## src/rtl/ysyx_22040125_mem_lsu.sv

```systemverilog
// MEM-stage load/store unit: turns the EXE-register memory op into a multi-cycle
// data-bus transaction, formatting store data/strobes and extending load data.
module ysyx_22040125_mem_lsu #(
  parameter int TIMEOUT = 255,
  parameter int CNT_W   = 8
) (
  input  logic        clk,
  input  logic        rst,
  input  logic        req_valid,
  input  logic        req_wen,
  input  logic [63:0] req_addr,
  input  logic [63:0] req_wdata,
  input  logic [1:0]  req_size,
  input  logic        req_unsigned,
  input  logic [4:0]  req_rd,
  output logic        stall,
  output logic        resp_valid,
  output logic        resp_err,
  output logic [63:0] resp_rdata,
  output logic [4:0]  resp_rd,
  output logic        bus_valid,
  input  logic        bus_ready,
  output logic        bus_we,
  output logic [63:0] bus_addr,
  output logic [63:0] bus_wdata,
  output logic [7:0]  bus_wstrb,
  input  logic        bus_rvalid,
  input  logic [63:0] bus_rdata
);

  typedef enum logic [1:0] {IDLE, REQ, WAIT_R, DONE} state_t;

  state_t     state, state_nxt;
  logic [CNT_W-1:0] cnt;
  logic       wen_q, uns_q;
  logic [1:0] size_q;
  logic [2:0] off_q;
  logic [4:0] rd_q;

  logic        misalign, timeout_hit, err_nxt, load_ok;
  logic [63:0] sh, load_data;
  logic [7:0]  strb;

  assign stall       = req_valid & (state != DONE);
  assign timeout_hit = (cnt == CNT_W'(TIMEOUT - 1));
  assign load_ok     = (state == WAIT_R) & bus_rvalid;

  always_comb begin
    misalign = 1'b0;
    strb     = 8'hFF;
    case (req_size)
      2'b00: begin misalign = 1'b0;           strb = 8'h01 << req_addr[2:0]; end
      2'b01: begin misalign = req_addr[0];    strb = 8'h03 << req_addr[2:0]; end
      2'b10: begin misalign = |req_addr[1:0]; strb = 8'h0F << req_addr[2:0]; end
      default: begin misalign = |req_addr[2:0]; strb = 8'hFF; end
    endcase
  end

  assign sh = bus_rdata >> {off_q, 3'b000};

  always_comb begin
    load_data = sh;
    case (size_q)
      2'b00: load_data = {{56{~uns_q & sh[7]}},  sh[7:0]};
      2'b01: load_data = {{48{~uns_q & sh[15]}}, sh[15:0]};
      2'b10: load_data = {{32{~uns_q & sh[31]}}, sh[31:0]};
      default: load_data = sh;
    endcase
  end

  // A load's bus handshake is not completion, so it cannot rescue the last cycle.
  always_comb begin
    state_nxt = state;
    err_nxt   = 1'b0;
    case (state)
      IDLE:
        if (req_valid) begin
          state_nxt = misalign ? DONE : REQ;
          err_nxt   = misalign;
        end
      REQ:
        if (bus_ready && wen_q) state_nxt = DONE;
        else if (timeout_hit) begin
          state_nxt = DONE;
          err_nxt   = 1'b1;
        end else if (bus_ready) state_nxt = WAIT_R;
      WAIT_R:
        if (bus_rvalid) state_nxt = DONE;
        else if (timeout_hit) begin
          state_nxt = DONE;
          err_nxt   = 1'b1;
        end
      default: state_nxt = IDLE;
    endcase
  end

  always_ff @(posedge clk) begin
    if (!rst) begin
      state      <= IDLE;
      cnt        <= '0;
      wen_q      <= 1'b0;
      uns_q      <= 1'b0;
      size_q     <= 2'b00;
      off_q      <= 3'b000;
      rd_q       <= 5'd0;
      resp_valid <= 1'b0;
      resp_err   <= 1'b0;
      resp_rdata <= 64'd0;
      resp_rd    <= 5'd0;
      bus_valid  <= 1'b0;
      bus_we     <= 1'b0;
      bus_addr   <= 64'd0;
      bus_wdata  <= 64'd0;
      bus_wstrb  <= 8'd0;
    end else begin
      state      <= state_nxt;
      resp_valid <= (state != DONE) && (state_nxt == DONE);
      resp_err   <= err_nxt;
      resp_rdata <= load_ok ? load_data : 64'd0;
      resp_rd    <= load_ok ? rd_q : 5'd0;
      case (state)
        IDLE:
          if (req_valid) begin
            wen_q  <= req_wen;
            uns_q  <= req_unsigned;
            size_q <= req_size;
            off_q  <= req_addr[2:0];
            rd_q   <= req_rd;
            cnt    <= '0;
            if (!misalign) begin
              bus_valid <= 1'b1;
              bus_we    <= req_wen;
              bus_addr  <= {req_addr[63:3], 3'b000};
              bus_wdata <= req_wdata << {req_addr[2:0], 3'b000};
              bus_wstrb <= strb;
            end
          end
        REQ: begin
          cnt <= cnt + 1'b1;
          if (bus_ready || timeout_hit) bus_valid <= 1'b0;
        end
        WAIT_R: cnt <= cnt + 1'b1;
        default: ;
      endcase
    end
  end

endmodule

```

## config.mk

```make
export PLATFORM = sky130hd
export DESIGN_NAME = ysyx_22040125_mem_lsu
export DESIGN_NICKNAME = d
export VERILOG_FILES = /design/src/rtl/ysyx_22040125_mem_lsu.sv
export SDC_FILE = /design/constraint.sdc
export NUM_CORES = 1
export LEC_CHECK = 0
export ABC_CLOCK_PERIOD_IN_PS = 2800
export CAP_MARGIN = 5
export CORE_UTILIZATION = 46
export CTS_CLUSTER_SIZE = 25
export DETAILED_ROUTE_END_ITERATION = 10
export PLACE_DENSITY_LB_ADDON = 0.08
export SYNTH_ARGS = -nofsm -noshare
export SYNTH_HDL_FRONTEND = slang
export SYNTH_SLANG_ARGS = --single-unit
```

## constraint.sdc

```tcl
create_clock -name clk -period 2.8 [get_ports clk]
set_clock_uncertainty 0.15 [all_clocks]
set_input_delay 0.7 -clock clk [delete_from_list [all_inputs] [get_ports clk]]
set_output_delay 0.7 -clock clk [all_outputs]
set_load 0.02 [all_outputs]
```

# ---- Word-level counts from Yosys, hierarchy flattened
# Index checks and enable logic that the tools add are counted.
dict set report totals {
  out_inout_bits 210
  latch_bits 0
  elab_cells 79
  register_bits 228
  mem_bits_ro 0
  mem_count 0
  mem_bits_rw 0
}
dict set report classes {
  shift 5
  n_mux 22
  n_div 0
  n_reduce_logical 16
  n_addsub 1
  n_bitwise 7
  eq_ne 12
  order_cmp 0
  mul 0
}
# cell count
set op_table {}
lappend op_table {{64-bit case mux with 3 select lines} 1}
lappend op_table {{64-bit by 6-bit << shifter with 64-bit output} 1}
lappend op_table {{64-bit by 6-bit right shift with 64-bit output} 1}
lappend op_table {{8-bit case mux with 3 select lines} 1}
lappend op_table {{8-bit case mux with 2 select lines} 1}
lappend op_table {{2-bit two-way mux} 7}
lappend op_table {{8-bit by 1-bit adder with 8-bit output, second input constant} 1}
lappend op_table {{2-bit == test, second input constant} 4}
lappend op_table {{8-bit == test, second input constant} 1}
lappend op_table {{8-bit two-way mux} 1}
lappend op_table {{2-bit != test, second input constant} 4}
lappend op_table {{1-bit by 3-bit << shifter with 8-bit output, first input constant} 1}
lappend op_table {{2-bit by 3-bit << shifter with 8-bit output, first input constant} 1}
lappend op_table {{4-bit by 3-bit << shifter with 8-bit output, first input constant} 1}
lappend op_table {{1-bit two-way mux} 7}
lappend op_table {{2-bit by 1-bit == test with 1-bit output, second input constant} 3}
lappend op_table {{2-bit logical NOT} 3}
lappend op_table {{1-bit case mux with 3 select lines} 2}
lappend op_table {{2-bit case mux with 3 select lines} 1}
lappend op_table {{2-bit AND reduction} 3}
lappend op_table {{1-bit bitwise AND} 5}
lappend op_table {{4-bit AND reduction} 1}
lappend op_table {{2-bit nonzero test} 2}
lappend op_table {{2-bit OR reduction} 2}
lappend op_table {{other kinds (6)} 8}

# ---- Logic depth before layout (Yosys ltp)
# Gate-level depths: netlist (run 1).
dict set report depth {
  ltp_word 7
  mapped_depth 10
}

# ---- Worst setup path before layout (run 1)
# Ideal clock, no wire load.
dict set report synth_path {
  path_kind {input-to-reg}
  startpoint {input port req_size[0]}
  endpoint {register bus_wdata[47]}
  path_buffers 3
  required_time_ns 2.518
  stages 8
  path_slack_ns 0.501
  t_arrival_ns 2.017
  path_cell_list {ha_1 > buf_2 > o31ai_4 > o211ai_2 > buf_2 > buf_2 > a221oi_1 > nor3_1}
}
dict set report synth_between {
  elab_chain_len 4
  word_cells_on_any_way 6
  cone_classes {eq/ne (2); mux (1); bitwise (1); reduce/logical (2)}
}
# item line
set synth_rtl {}
lappend synth_rtl {{start, declared} 13} ;# input logic [1:0] req_size,
lappend synth_rtl {{2-bit == test (tied with other cells)} 51} ;# case (req_size)
lappend synth_rtl {{1-bit case mux with 3 select lines (*)} 51}
lappend synth_rtl {{1-bit inverter (no source line) (*)} -}
lappend synth_rtl {{3-bit AND reduction (no source line) (*)} -}
lappend synth_rtl {{end signal, assigned} 134} ;# bus_wdata <= req_wdata << {req_addr[2:0], 3'b000};
lappend synth_rtl {{end, declared} 25} ;# output logic [63:0] bus_wdata,
# Every way passes the cells marked *; elsewhere a longest branch is shown, timed or not.
# A chain may end at the register's enable or synchronous reset.

# ---- Final worst setup path (run 1)
dict set report layout_path {
  startpoint {input port req_size[0]}
  endpoint {register bus_addr[32]}
}
dict set report layout_between {
  elab_chain_len 4
  word_cells_on_any_way 6
  cone_classes {eq/ne (2); mux (1); bitwise (1); reduce/logical (2)}
}
# item line
set layout_rtl {}
lappend layout_rtl {{2-bit == test (tied with other cells)} 51}
lappend layout_rtl {{1-bit case mux with 3 select lines (*)} 51}
lappend layout_rtl {{1-bit inverter (no source line) (*)} -}
lappend layout_rtl {{3-bit AND reduction (no source line) (*)} -}
lappend layout_rtl {{end signal, assigned} 133} ;# bus_addr <= {req_addr[63:3], 3'b000};
lappend layout_rtl {{end, declared} 24} ;# output logic [63:0] bus_addr,
# Marked as above.

==> results by group, run 1 <==
Flow run
  • Max-Cap Viols: 0

Finish
  • Fin nets: about 1,900
  • Share of post-route cells with drive strength above 1: between 10% and 20%
  • Fin util: between 60% and 70%
  • Final instance area: roughly 0.017 mm2
  • Synth-to-Final Area Change: 47.6%
  • Most frequent cells in the layout: clkdlybuf4s50_1 (408), nand2_1 (288), dfxtp_1 (226)
  • Commonest non-fill, non-tap cell in the layout: clkdlybuf4s50_1
  • Non-Filler Instances: 2,025

Setup path
  • R2R setup slack: roughly 400 ps
  • R2R cell count: 5
  • Crit start category: primary input
  • Critical Path AT: roughly 2900 ps
  • Worst-path cell chain: clkdlybuf4s50_1 > buf_4 > ha_1 > a21oi_2 > o211ai_4 > buf_12 > buf_12 > nand2_1 > a21oi_1
  • Most common cell on crit path: buf_12
  • Critical path class: primary input to flop
  • Reg2reg start: off_q[2]$_SDFFE_PN0P_
  • Critical-path maximum fanout: 64
  • Largest stage delay, worst path: 530 ps
  • Crit Reg-Reg Endpoint: resp_rdata[63]$_SDFF_PN0_
  • Worst path required time: approximately 3100 ps
  • Slowest cell on crit path: clkdlybuf4s50_1
  • Crit end category: flop

Timing
  • Final Cycle Share: 91.2%
  • Fin. max-slew vios: 0
  • Slew headroom: about two fifths
  • Shortest period the worst path allows: 2550 ps
  • Slew @ Worst Pin: approximately 880 ps
  • Fmax achieved: 391 MHz
  • Final-report hold violation count: 0
  • Setup-failing EPs final: 0
  • RSZ-0062 raised after global routing: no
  • Setup TNS: 0 ps

Clock tree
  • Post-CTS Hold Fix Bufs: 0
  • Root Buffer: clkbuf_16
  • Clk slew on worst S/H paths: around 60 ps
  • CTS tree: built
  • H-Tree Level Count: 1
  • Clk_lat worst skew: ~530 ps
  • CTS Buffer Depth: 3
  • CTS sink count: about 230
  • Num CTS Buffers: 26

Die
  • Die Area: approximately 0.026 mm2
  • Die width: about 160 um
  • Initial core utilization: 46.7%
  • Ports: approximately 420
  • Die H: ~160 um
  • Core area: ~0.025 mm2
  • Rows: between 50 and 60

Detailed routing
  • Post-Route WL: slightly above 40,000 um
  • DR vias: 11,613
  • Via density: 5.73
  • Routed wire per std cell: approximately 20 um
  • DRC: 0
  • DRT iter0 DRCs: approximately 980
  • Antenna violation net count after detailed routing: 0
  • Detailed-router iteration count before antenna repair: 7

Synth
  • Seq/Total Area, Yosys: 38.9%
  • FFs w/ async S/R, synth: 0%
  • Post-synth cell types: 60
  • FF+latch count, synth: between 200 and 250
  • Post-synthesis instance area: 0.0117 mm2
  • Cells after Synth: 1,283
  • Synth Flop Type: dfxtp_1
  • Synth Area per Inst: about 9.1 um2
  • Post-synth EDFFs: 0
  • Synth warn: 0

Global route
  • Pin count of the biggest net entering global routing: between 60 and 70
  • First-pass GRT wire length: 62,300 um
  • Number of global-route vias before repair: 11,133
  • Initial antenna violation count: 1
  • Gr usage total: between 30% and 40%
  • Grt ovf: 0

Min path
  • Min-Delay Path Class: flop to flop
  • Worst hold start: bus_wdata[50]$_SDFFE_PN0P_
  • WHS Endpoint: bus_wdata[50]$_SDFFE_PN0P_
  • Worst hold stages: 2

Placed design
  • PortBufs: about 410
  • DP Wirelength: 30,200 um
  • Placement Cell Area: between 0.015 and 0.02 mm2
  • Routability Congestion: roughly 0.97
  • Dpl cells: approximately 2,000

Power and ir drop
  • Cell Pwr Density: 626 mW/mm2
  • Leakage: a little over 6 nW
  • VDD IR max: around 0.47 mV

Outcome
  • Status: completed
cells in the mapped netlist (8+ instances only):
cell type / count / area share [%]
o21ai_0: 9 / 0.38
inv_1: 11 / 0.35
a21oi_1: 133 / 5.7
a22oi_1: 16 / 1.0
buf_2: 48 / 2.0
or3_1: 10 / 0.53
a22o_1: 8 / 0.60
mux2i_1: 36 / 3.1
ha_1: 10 / 1.1
a221oi_1: 8 / 0.60
a41oi_1: 32 / 2.4
clkbuf_1: 49 / 1.6
nor2b_1: 10 / 0.53
mux4_2: 61 / 12
o211a_1: 9 / 0.77
nand3_1: 32 / 1.4
a31oi_1: 17 / 0.91
nor2_1: 49 / 1.6
a211o_1: 8 / 0.60
a21oi_2: 8 / 0.60
o211ai_1: 12 / 0.77
nor3_1: 18 / 0.77
nand2_1: 288 / 9.2
a311oi_1: 11 / 0.82
buf_4: 20 / 1.3
o2bb2ai_1: 14 / 1.0
dfxtp_1: 228 / 39
nand2b_1: 13 / 0.69
mux2_2: 38 / 3.6
flip-flops by register name, indices dropped and copies added (netlist names), 2 cells and up:
| name | cells |
|---|---|
| resp_rd | 5 |
| bus_addr | 61 |
| bus_wdata | 64 |
| state | 2 |
| off_q | 3 |
| resp_rdata | 64 |
| size_q | 2 |
| bus_wstrb | 8 |
| cnt | 8 |
| rd_q | 5 |
where the power goes:
| group | switching (mW) | leakage, nW | total, mW | internal (mW) |
|---|---|---|---|---|
| combinational | 1.91 | 3.88 | 3.65 | 1.74 |
| clock | 1.36 | 0.425 | 3.41 | 2.05 |
| sequential | 0.215 | 1.85 | 3.78 | 3.56 |
per-stage QoR:
stage	setup WS [ps]	power, mW	hold WS, ps
floorplan	501	5.87	280
global placement	-185	7.41	287
detailed placement	-271	7.46	294
CTS	223	10.9	303
global route	87.3	11.3	318
finish	245	10.8	301
critical path: cells and delay by family:
family | cells | cell delay (ps)
simple gates | 1 | 100
compound gates | 3 | 560
fa+ha+maj | 1 | 270
buf+inv | 4 | 1190
layer usage:
layer / share of wire, % / track usage [%] / vias to the layer above
met2: 49 / 53.0 / 546
met4: 4.0 / 12.6 / 0
met5: 0 / 0 / -
met1: 38 / 36.2 / 5562
li1: - / - / 5414
met3: 8.4 / 5.80 / 91
layout make-up:
class                   instances  area, um2
multi-input cells             913       6440
fillers                      2037       7790
inverters                      13       51.3
clock buffers                  37        752
well taps                     330        413
flip-flops and latches        228       4570
repair buffers                494       4980
diodes                          1       2.50
clock inverters                 9        113
cell families after synthesis:
kind of cell / count (synthesis) / synth area share (%)
adder cells (fa/ha/maj): 10 / 1.07
multiplexers: 136 / 18.7
AO/OA/AOI/OAI: 312 / 18.2
other: 1 / 0.0320
flip-flops: 228 / 38.9
AND/OR/NAND/NOR: 447 / 16.3
XOR/XNOR: 5 / 0.373
buffers and inverters: 144 / 6.41
worst max-delay path by stage:
stage	to	from	slack [ps]
CTS	stall	state[1]$_SDFF_PN0_	220
global route	bus_addr[55]$_SDFFE_PN0P_	req_size[0]	90
global placement	bus_addr[18]$_SDFFE_PN0P_	req_size[0]	-190
finish	bus_addr[32]$_SDFFE_PN0P_	req_size[0]	250
floorplan	bus_wdata[47]$_SDFFE_PN0P_	req_size[0]	500
detailed placement	bus_addr[62]$_SDFFE_PN0P_	req_size[0]	-270
timing repair:
action	CTS	global route
endpoints found under the setup margin	1	0
buffers inserted	0	0
resized for setup	1	0
Note: power is estimated with default switching activity, not from simulation.
==> run 2, diff against run 1 <==
--- a/config.mk
+++ b/config.mk
@@ -9,4 +9,5 @@
 export CAP_MARGIN = 5
 export CORE_UTILIZATION = 46
+export CTS_BUF_LIST = sky130_fd_sc_hd__clkbuf_4 sky130_fd_sc_hd__clkbuf_8 sky130_fd_sc_hd__clkbuf_16
 export CTS_CLUSTER_SIZE = 25
 export DETAILED_ROUTE_END_ITERATION = 10
==> constraint.sdc (replaced) <==
create_clock -name clk -period 2.8 [get_ports clk]
set_clock_uncertainty 0.15 [all_clocks]
set_input_delay 0.28 -clock clk [delete_from_list [all_inputs] [get_ports clk]]
set_output_delay 0.28 -clock clk [all_outputs]
set_load 0.02 [all_outputs]
==> run 2 against run 1 <==
Sequential share of layout area increased by 0.42 points. Highest routed layer unchanged. Die area unchanged. Final cell count decreased by 1.5%. Critical endpoint is now stall. Largest cell class unchanged. Worst setup slack improved by 210 ps. Register-to-register slack improved by 80 ps.
==> results by group, run 2 (same netlist as run 1, synthesis figures left out) <==
Detailed routing
  • Via density: 5.74 (was 5.73)
  • Antenna violation net count after detailed routing: 0 (unchanged)
  • Post-Route WL: 40,400 um (was 40,800 um)
  • DR vias: 11,448 (was 11,613)
  • DRT iter0 DRCs: 936 (was 982)
  • Detailed-router iteration count before antenna repair: 5 (was 7)
  • Routed wire per std cell: 20.3 um (was 20.2 um)
  • DRC: 0 (unchanged)

Timing
  • Slew @ Worst Pin: 947 ps (was 879 ps)
  • Fmax achieved: 426 MHz (was 391 MHz)
  • Final Cycle Share: 83.9% (was 91.2%)
  • Final-report hold violation count: 0 (unchanged)
  • Fin. max-slew vios: 0 (unchanged)
  • Setup TNS: 0 ps (unchanged)
  • Slew headroom: 36.6% (was 41.2%)
  • RSZ-0062 raised after global routing: no (unchanged)
  • Shortest period the worst path allows: 2350 ps (was 2550 ps)
  • Final WS setup: 450 ps (was 245 ps)
  • Setup-failing EPs final: 0 (unchanged)
  • Hold slack: 160 ps (was 301 ps)

Global route
  • Pin count of the biggest net entering global routing: 68 (was 65)
  • Number of global-route vias before repair: 10,891 (was 11,133)
  • First-pass GRT wire length: 61,400 um (was 62,300 um)
  • Gr usage total: 29.9% (was 30.2%)
  • Grt ovf: 0 (unchanged)
  • Initial antenna violation count: 3 (was 1)

Finish
  • Final instance area: 0.0170 mm2 (was 0.0173 mm2)
  • Non-Filler Instances: 1,995 (was 2,025)
  • Most frequent cells in the layout: clkdlybuf4s50_1 (409), nand2_1 (288), dfxtp_1 (226) (was clkdlybuf4s50_1 (408), nand2_1 (288), dfxtp_1 (226))
  • Largest regs: bus_wdata x64, resp_rdata x64, bus_addr x61 (unchanged)
  • Fin util: 67.9% (was 69.0%)
  • Commonest non-fill, non-tap cell in the layout: clkdlybuf4s50_1 (unchanged)
  • Synth-to-Final Area Change: 45.3% (was 47.6%)
  • Fin nets: 1,861 (was 1,892)
  • Share of post-route cells with drive strength above 1: 13.3% (was 14.6%)

Placed design
  • Routability Congestion: 0.923 (was 0.966)
  • Dpl cells: 1,947 (was 1,978)
  • PortBufs: 412 (unchanged)
  • Pre-CTS setup slack: 64.3 ps (was -271 ps)
  • DP Wirelength: 29,600 um (was 30,200 um)
  • Placement Cell Area: 0.0162 mm2 (was 0.0164 mm2)

Die
  • Die Area: 0.0261 mm2 (unchanged)
  • Initial core utilization: 46.7% (unchanged)
  • Die width: 162 um (unchanged)
  • Ports: 416 (unchanged)
  • Die H: 162 um (unchanged)
  • Core area: 0.0251 mm2 (unchanged)
  • Rows: 58 (unchanged)

Flow run
  • Max-Cap Viols: 0 (unchanged)

Clock tree
  • H-Tree Level Count: 1 (unchanged)
  • CTS sink count: 228 (unchanged)
  • Clk slew on worst S/H paths: 60 ps (about the same)
  • CTS Buffer Depth: 3 (unchanged)
  • Root Buffer: clkbuf_16 (unchanged)
  • Clk_lat worst skew: 520 ps (was 530 ps)
  • Post-CTS sizing: 0 (was 1)
  • Num CTS Buffers: 25 (was 26)
  • CTS tree: built (unchanged)

Setup path
  • R2R setup slack: 480 ps (was 400 ps)
  • Crit end category: primary output (was flop)
  • WP buf/inv: 1 (was 4)
  • Critical-path maximum fanout: 9 (was 64)
  • Critical Path AT: 1920 ps (was 2860 ps)
  • Largest stage delay, worst path: 610 ps (was 530 ps)
  • Slowest cell on crit path: clkdlybuf4s50_1 (unchanged)
  • Critical path class: flop to primary output (was primary input to flop)
  • Crit start category: flop (was primary input)
  • Crit-path leading delay family: buffers and inverters (unchanged)
  • Worst-path cell chain: ha_1 > nor2b_1 > clkdlybuf4s50_1 (was clkdlybuf4s50_1 > buf_4 > ha_1 > a21oi_2 > o211ai_4 > buf_12 > buf_12 > nand2_1 > a21oi_1)
  • Worst path required time: 2370 ps (was 3110 ps)

Power and ir drop
  • Design Power: 10.7 mW (was 10.8 mW)
  • VDD IR max: 0.567 mV (was 0.472 mV)
  • Cell Pwr Density: 628 mW/mm2 (was 626 mW/mm2)
  • Leakage: 5.99 nW (was 6.16 nW)

Min path
  • Min-Delay Path Class: primary input to flop (was flop to flop)

Outcome
  • Status: completed (unchanged)
-- run 2: area by class of cell --
type	instances	area [um2]
Antenna cell	2	5.00
Fill cell	2082	8070
Clock inverter	17	195
Clock buffer	28	667
Timing Repair Buffer	464	4700
Tap cell	330	413
Inverter	13	51.3
Sequential cell	228	4570
Multi-Input combinational cell	913	6440
-- run 2: what timing repair did --
action | 4_1_cts | 5_1_grt
endpoints found under the hold margin | 1 | 0
endpoints found under the setup margin | 0 | 0
setup buffers | 0 | 0
hold buffers | 1 | 0
-- run 2: report_power, final --
group          total (mW)  internal, mW  switching (mW)  leakage [nW]
sequential           3.78          3.56           0.215          1.85
combinational        3.48          1.61            1.87          3.71
clock                3.44          2.08            1.36         0.422
-- run 2: worst min-delay path, cell delays in order --
cell	delay, ps
clkdlybuf4s50_1	390
nand2_1	50
a21oi_1	50
-- run 2: routing by layer --
| layer | wire, um | up-vias | global-route usage [%] |
|---|---|---|---|
| met5 | 0 | - | 0 |
| met4 | 2010 | 0 | 14.9 |
| met3 | 3770 | 110 | 7.56 |
| met1 | 15200 | 5434 | 35.8 |
| li1 | - | 5368 | - |
| met2 | 19400 | 536 | 50.0 |
-- run 2: worst paths after layout --
path	depth (start not counted)	endpoint	from
max	3	stall	state[1]$_SDFF_PN0_
min	3	bus_addr[13]$_SDFFE_PN0P_	req_addr[13]
max reg2reg	8	bus_addr[39]$_SDFFE_PN0P_	state[1]$_SDFF_PN0_
min reg2reg	2	rd_q[1]$_SDFFE_PN0P_	rd_q[1]$_SDFFE_PN0P_
==> run 3, diff against run 2 <==
- ABC_CLOCK_PERIOD_IN_PS: 2800 -> 2300
- clock period: 2.8 -> 2.3 ns (I/O delays scaled with it)
==> run 3 against run 2 <==
Global-route usage is 0.35 points higher. Critical endpoint is now bus_addr[58]$_SDFFE_PN0P_. Core utilization grew 2.0 points. Worst setup slack lost 290 ps. Critical path type is now flop to flop. Highest routed layer unchanged. Count of clock-buffer cells in the layout grew 10. Via count is 2.3% higher.
==> results by group, run 3 (same netlist as run 1, synthesis figures left out) <==
Setup path
  • Critical-path maximum fanout: 45 (was 9)
  • Worst path required time: 2590 ps (was 2370 ps)
  • WP buf/inv: 3 (was 1)
  • Largest stage delay, worst path: 420 ps (was 610 ps)
  • Crit end category: flop (was primary output)
  • Worst-path cell chain: inv_1 > ha_1 > and2_1 > o211ai_4 > buf_12 > buf_12 > nand2_1 > a21oi_1 (was ha_1 > nor2b_1 > clkdlybuf4s50_1)
  • Most common cell on crit path: buf_12
  • Worst path depth: 8 (was 3)
  • Critical Path AT: 2430 ps (was 1920 ps)
  • Crit Reg-Reg Endpoint: bus_addr[58]$_SDFFE_PN0P_ (was bus_addr[39]$_SDFFE_PN0P_)
  • Crit-path leading delay family: buffers and inverters (unchanged)
  • Crit start category: flop (unchanged)
  • Slowest cell on crit path: dfxtp_1 (was clkdlybuf4s50_1)
  • R2R cell count: 8 (unchanged)
  • Reg2reg start: state[1]$_SDFF_PN0_ (unchanged)
  • Critical path class: flop to flop (was flop to primary output)
  • R2R setup slack: 160 ps (was 480 ps)

Timing
  • Final-report hold violation count: 0 (unchanged)
  • Shortest period the worst path allows: between 2000 and 2500 ps
  • RSZ-0062 raised after global routing: no (unchanged)
  • Fin. max-slew vios: 0 (unchanged)
  • Fmax achieved: between 400 and 500 MHz
  • Final Cycle Share: 93.2%
  • Slew headroom: 36.6% (about the same)
  • Slew @ Worst Pin: 948 ps (was 947 ps)
  • Final WS setup: 157 ps (was 450 ps)
  • Setup-failing EPs final: 0 (unchanged)

Finish
  • Non-Filler Instances: 2,047 (was 1,995)
  • Synth-to-Final Area Change: 49.7% (was 45.3%)
  • Fin util: 69.9% (was 67.9%)
  • Fin nets: 1,913 (was 1,861)
  • Share of post-route cells with drive strength above 1: 15.9% (was 13.3%)
  • Commonest non-fill, non-tap cell in the layout: clkdlybuf4s50_1 (unchanged)
  • Final instance area: 0.0176 mm2 (was 0.0170 mm2)
  • Most frequent cells in the layout: clkdlybuf4s50_1 (408), nand2_1 (288), dfxtp_1 (226) (was clkdlybuf4s50_1 (409), nand2_1 (288), dfxtp_1 (226))
  • Largest regs: bus_wdata x64, resp_rdata x64, bus_addr x61 (unchanged)

Detailed routing
  • DR vias: 11,716 (was 11,448)
  • Post-Route WL: 40,800 um (was 40,400 um)
  • DRC: 0 (unchanged)
  • DRT iter0 DRCs: 1,013 (was 936)
  • Detailed-router iteration count before antenna repair: 5 (unchanged)
  • Antenna violation net count after detailed routing: 0 (unchanged)
  • Routed wire per std cell: 19.9 um (was 20.3 um)
  • Via density: 5.72 (was 5.74)

Clock tree
  • Num CTS Buffers: 26 (was 25)
  • Root Buffer: clkbuf_16 (unchanged)
  • Clk_lat worst skew: 530 ps (was 520 ps)
  • CTS tree: built (unchanged)
  • Post-CTS setup repair buffer count: 0 (unchanged)
  • Clk slew on worst S/H paths: 60 ps (about the same)
  • H-Tree Level Count: 1 (unchanged)
  • CTS Buffer Depth: 3 (unchanged)
  • CTS sink count: 228 (unchanged)

Die
  • Core area: 0.0251 mm2 (unchanged)
  • Die width: 162 um (unchanged)
  • Die H: 162 um (unchanged)
  • Initial core utilization: 46.7% (unchanged)
  • Rows: 58 (unchanged)
  • Die Area: 0.0261 mm2 (unchanged)
  • Ports: 416 (unchanged)

Global route
  • Grt ovf: 0 (unchanged)
  • First-pass GRT wire length: 62,600 um (was 61,400 um)
  • Pin count of the biggest net entering global routing: 65 (was 68)
  • Gr usage total: 30.3% (was 29.9%)
  • Number of global-route vias before repair: 11,332 (was 10,891)
  • Initial antenna violation count: 1 (was 3)

Power and ir drop
  • Reg power frac: 34.0% (was 35.3%)
  • VDD IR max: 0.515 mV (was 0.567 mV)
  • P_int: 9.26 mW (was 7.25 mW)
  • Logic pwr share: 33.0% (was 32.5%)
  • Design Power: 13.5 mW (was 10.7 mW)
  • Switching share of power: 31.7% (was 32.2%)
  • P_sw: 4.29 mW (was 3.45 mW)
  • Clock power share: 33.0% (was 32.2%)
  • Cell Pwr Density: 772 mW/mm2 (was 628 mW/mm2)
  • Leakage: 6.30 nW (was 5.99 nW)

Flow run
  • Max-Cap Viols: 0 (unchanged)

Placed design
  • DP Wirelength: 30,400 um (was 29,600 um)
  • Placement Cell Area: 0.0166 mm2 (was 0.0162 mm2)
  • Routability Congestion: 0.954 (was 0.923)
  • Pre-CTS setup slack: -319 ps (was 64.3 ps)
  • PortBufs: 412 (unchanged)
  • Dpl cells: 1,997 (was 1,947)

Min path
  • WHS Endpoint: rd_q[3]$_SDFFE_PN0P_ (was bus_addr[13]$_SDFFE_PN0P_)
  • Worst hold start: req_rd[3] (was req_addr[13])
  • Worst hold stages: 3 (unchanged)
  • Min-Delay Path Class: primary input to flop (unchanged)

Outcome
  • Status: completed (unchanged)
## run 3: cell count changes in the layout (fill, tap and decap cells not counted), moves of 2 or more
cell	delta
buf_12	+4
buf_4	+45
clkbuf_16	+2
clkbuf_4	+3
clkbuf_8	+5
clkinv_2	-7
## run 3: worst max path at each step
stage | start | endpoint | slack (ps)
detailed placement | req_size[0] | bus_addr[8]$_SDFFE_PN0P_ | -320
global placement | req_size[0] | bus_wdata[36]$_SDFFE_PN0P_ | -250
finish | state[1]$_SDFF_PN0_ | bus_addr[58]$_SDFFE_PN0P_ | 160
floorplan | state[0]$_SDFF_PN0_ | bus_addr[13]$_SDFFE_PN0P_ | 420
global route | off_q[2]$_SDFFE_PN0P_ | resp_rdata[23]$_SDFF_PN0_ | 4
CTS | state[1]$_SDFF_PN0_ | bus_addr[8]$_SDFFE_PN0P_ | 160
## run 3: power groups by stage
stage          Sequential, mW  Combinational [mW]  Clock (mW)
3_5_place_dp             4.68                4.43           0
2_1_floorplan            4.99                2.16           0
5_1_grt                  4.65                4.80        4.70
4_1_cts                  4.60                4.45        4.54
6_report                 4.60                4.47        4.47
3_3_place_gp             4.67                4.38           0
## run 3: per-layer routing
layer	global-route usage, %	wire [um]	up-vias
met5	0	0	-
met4	11.4	1440	0
met3	7.46	3970	89
met2	52.5	20200	595
met1	36.1	15200	5561
li1	-	-	5471
## run 3: worst register-to-register path: stages, from the launching register on
cell      delay, ps
dfxtp_1         420
inv_1            90
ha_1            240
and2_1          260
o211ai_4        140
buf_12          240
buf_12          250
nand2_1         100
a21oi_1         160
## run 3: final cells by class
class / instances / area [um2]
repair buffers: 515 / 5140
clock inverters: 9 / 131
inverters: 13 / 51.3
well taps: 330 / 413
multi-input cells: 913 / 6440
fillers: 2013 / 7550
diodes: 1 / 2.50
flip-flops and latches: 228 / 4570
clock buffers: 38 / 808
## run 3: per-stage QoR
stage                     hold WS, ps  TNS [ps]
final                            98.2         0
after global routing             99.8         0
after CTS                        83.0         0
after detailed placement          292    -31150
after global placement            285    -23990
after floorplan                   216         0
## run 3: repair_timing
| action | CTS | global route |
|---|---|---|
| endpoints found under the setup margin | 1 | 1 |
| hold buffers | 2 | 0 |
| resized for setup | 1 | 1 |
| endpoints found under the hold margin | 3 | 0 |
| cloned | 0 | 0 |
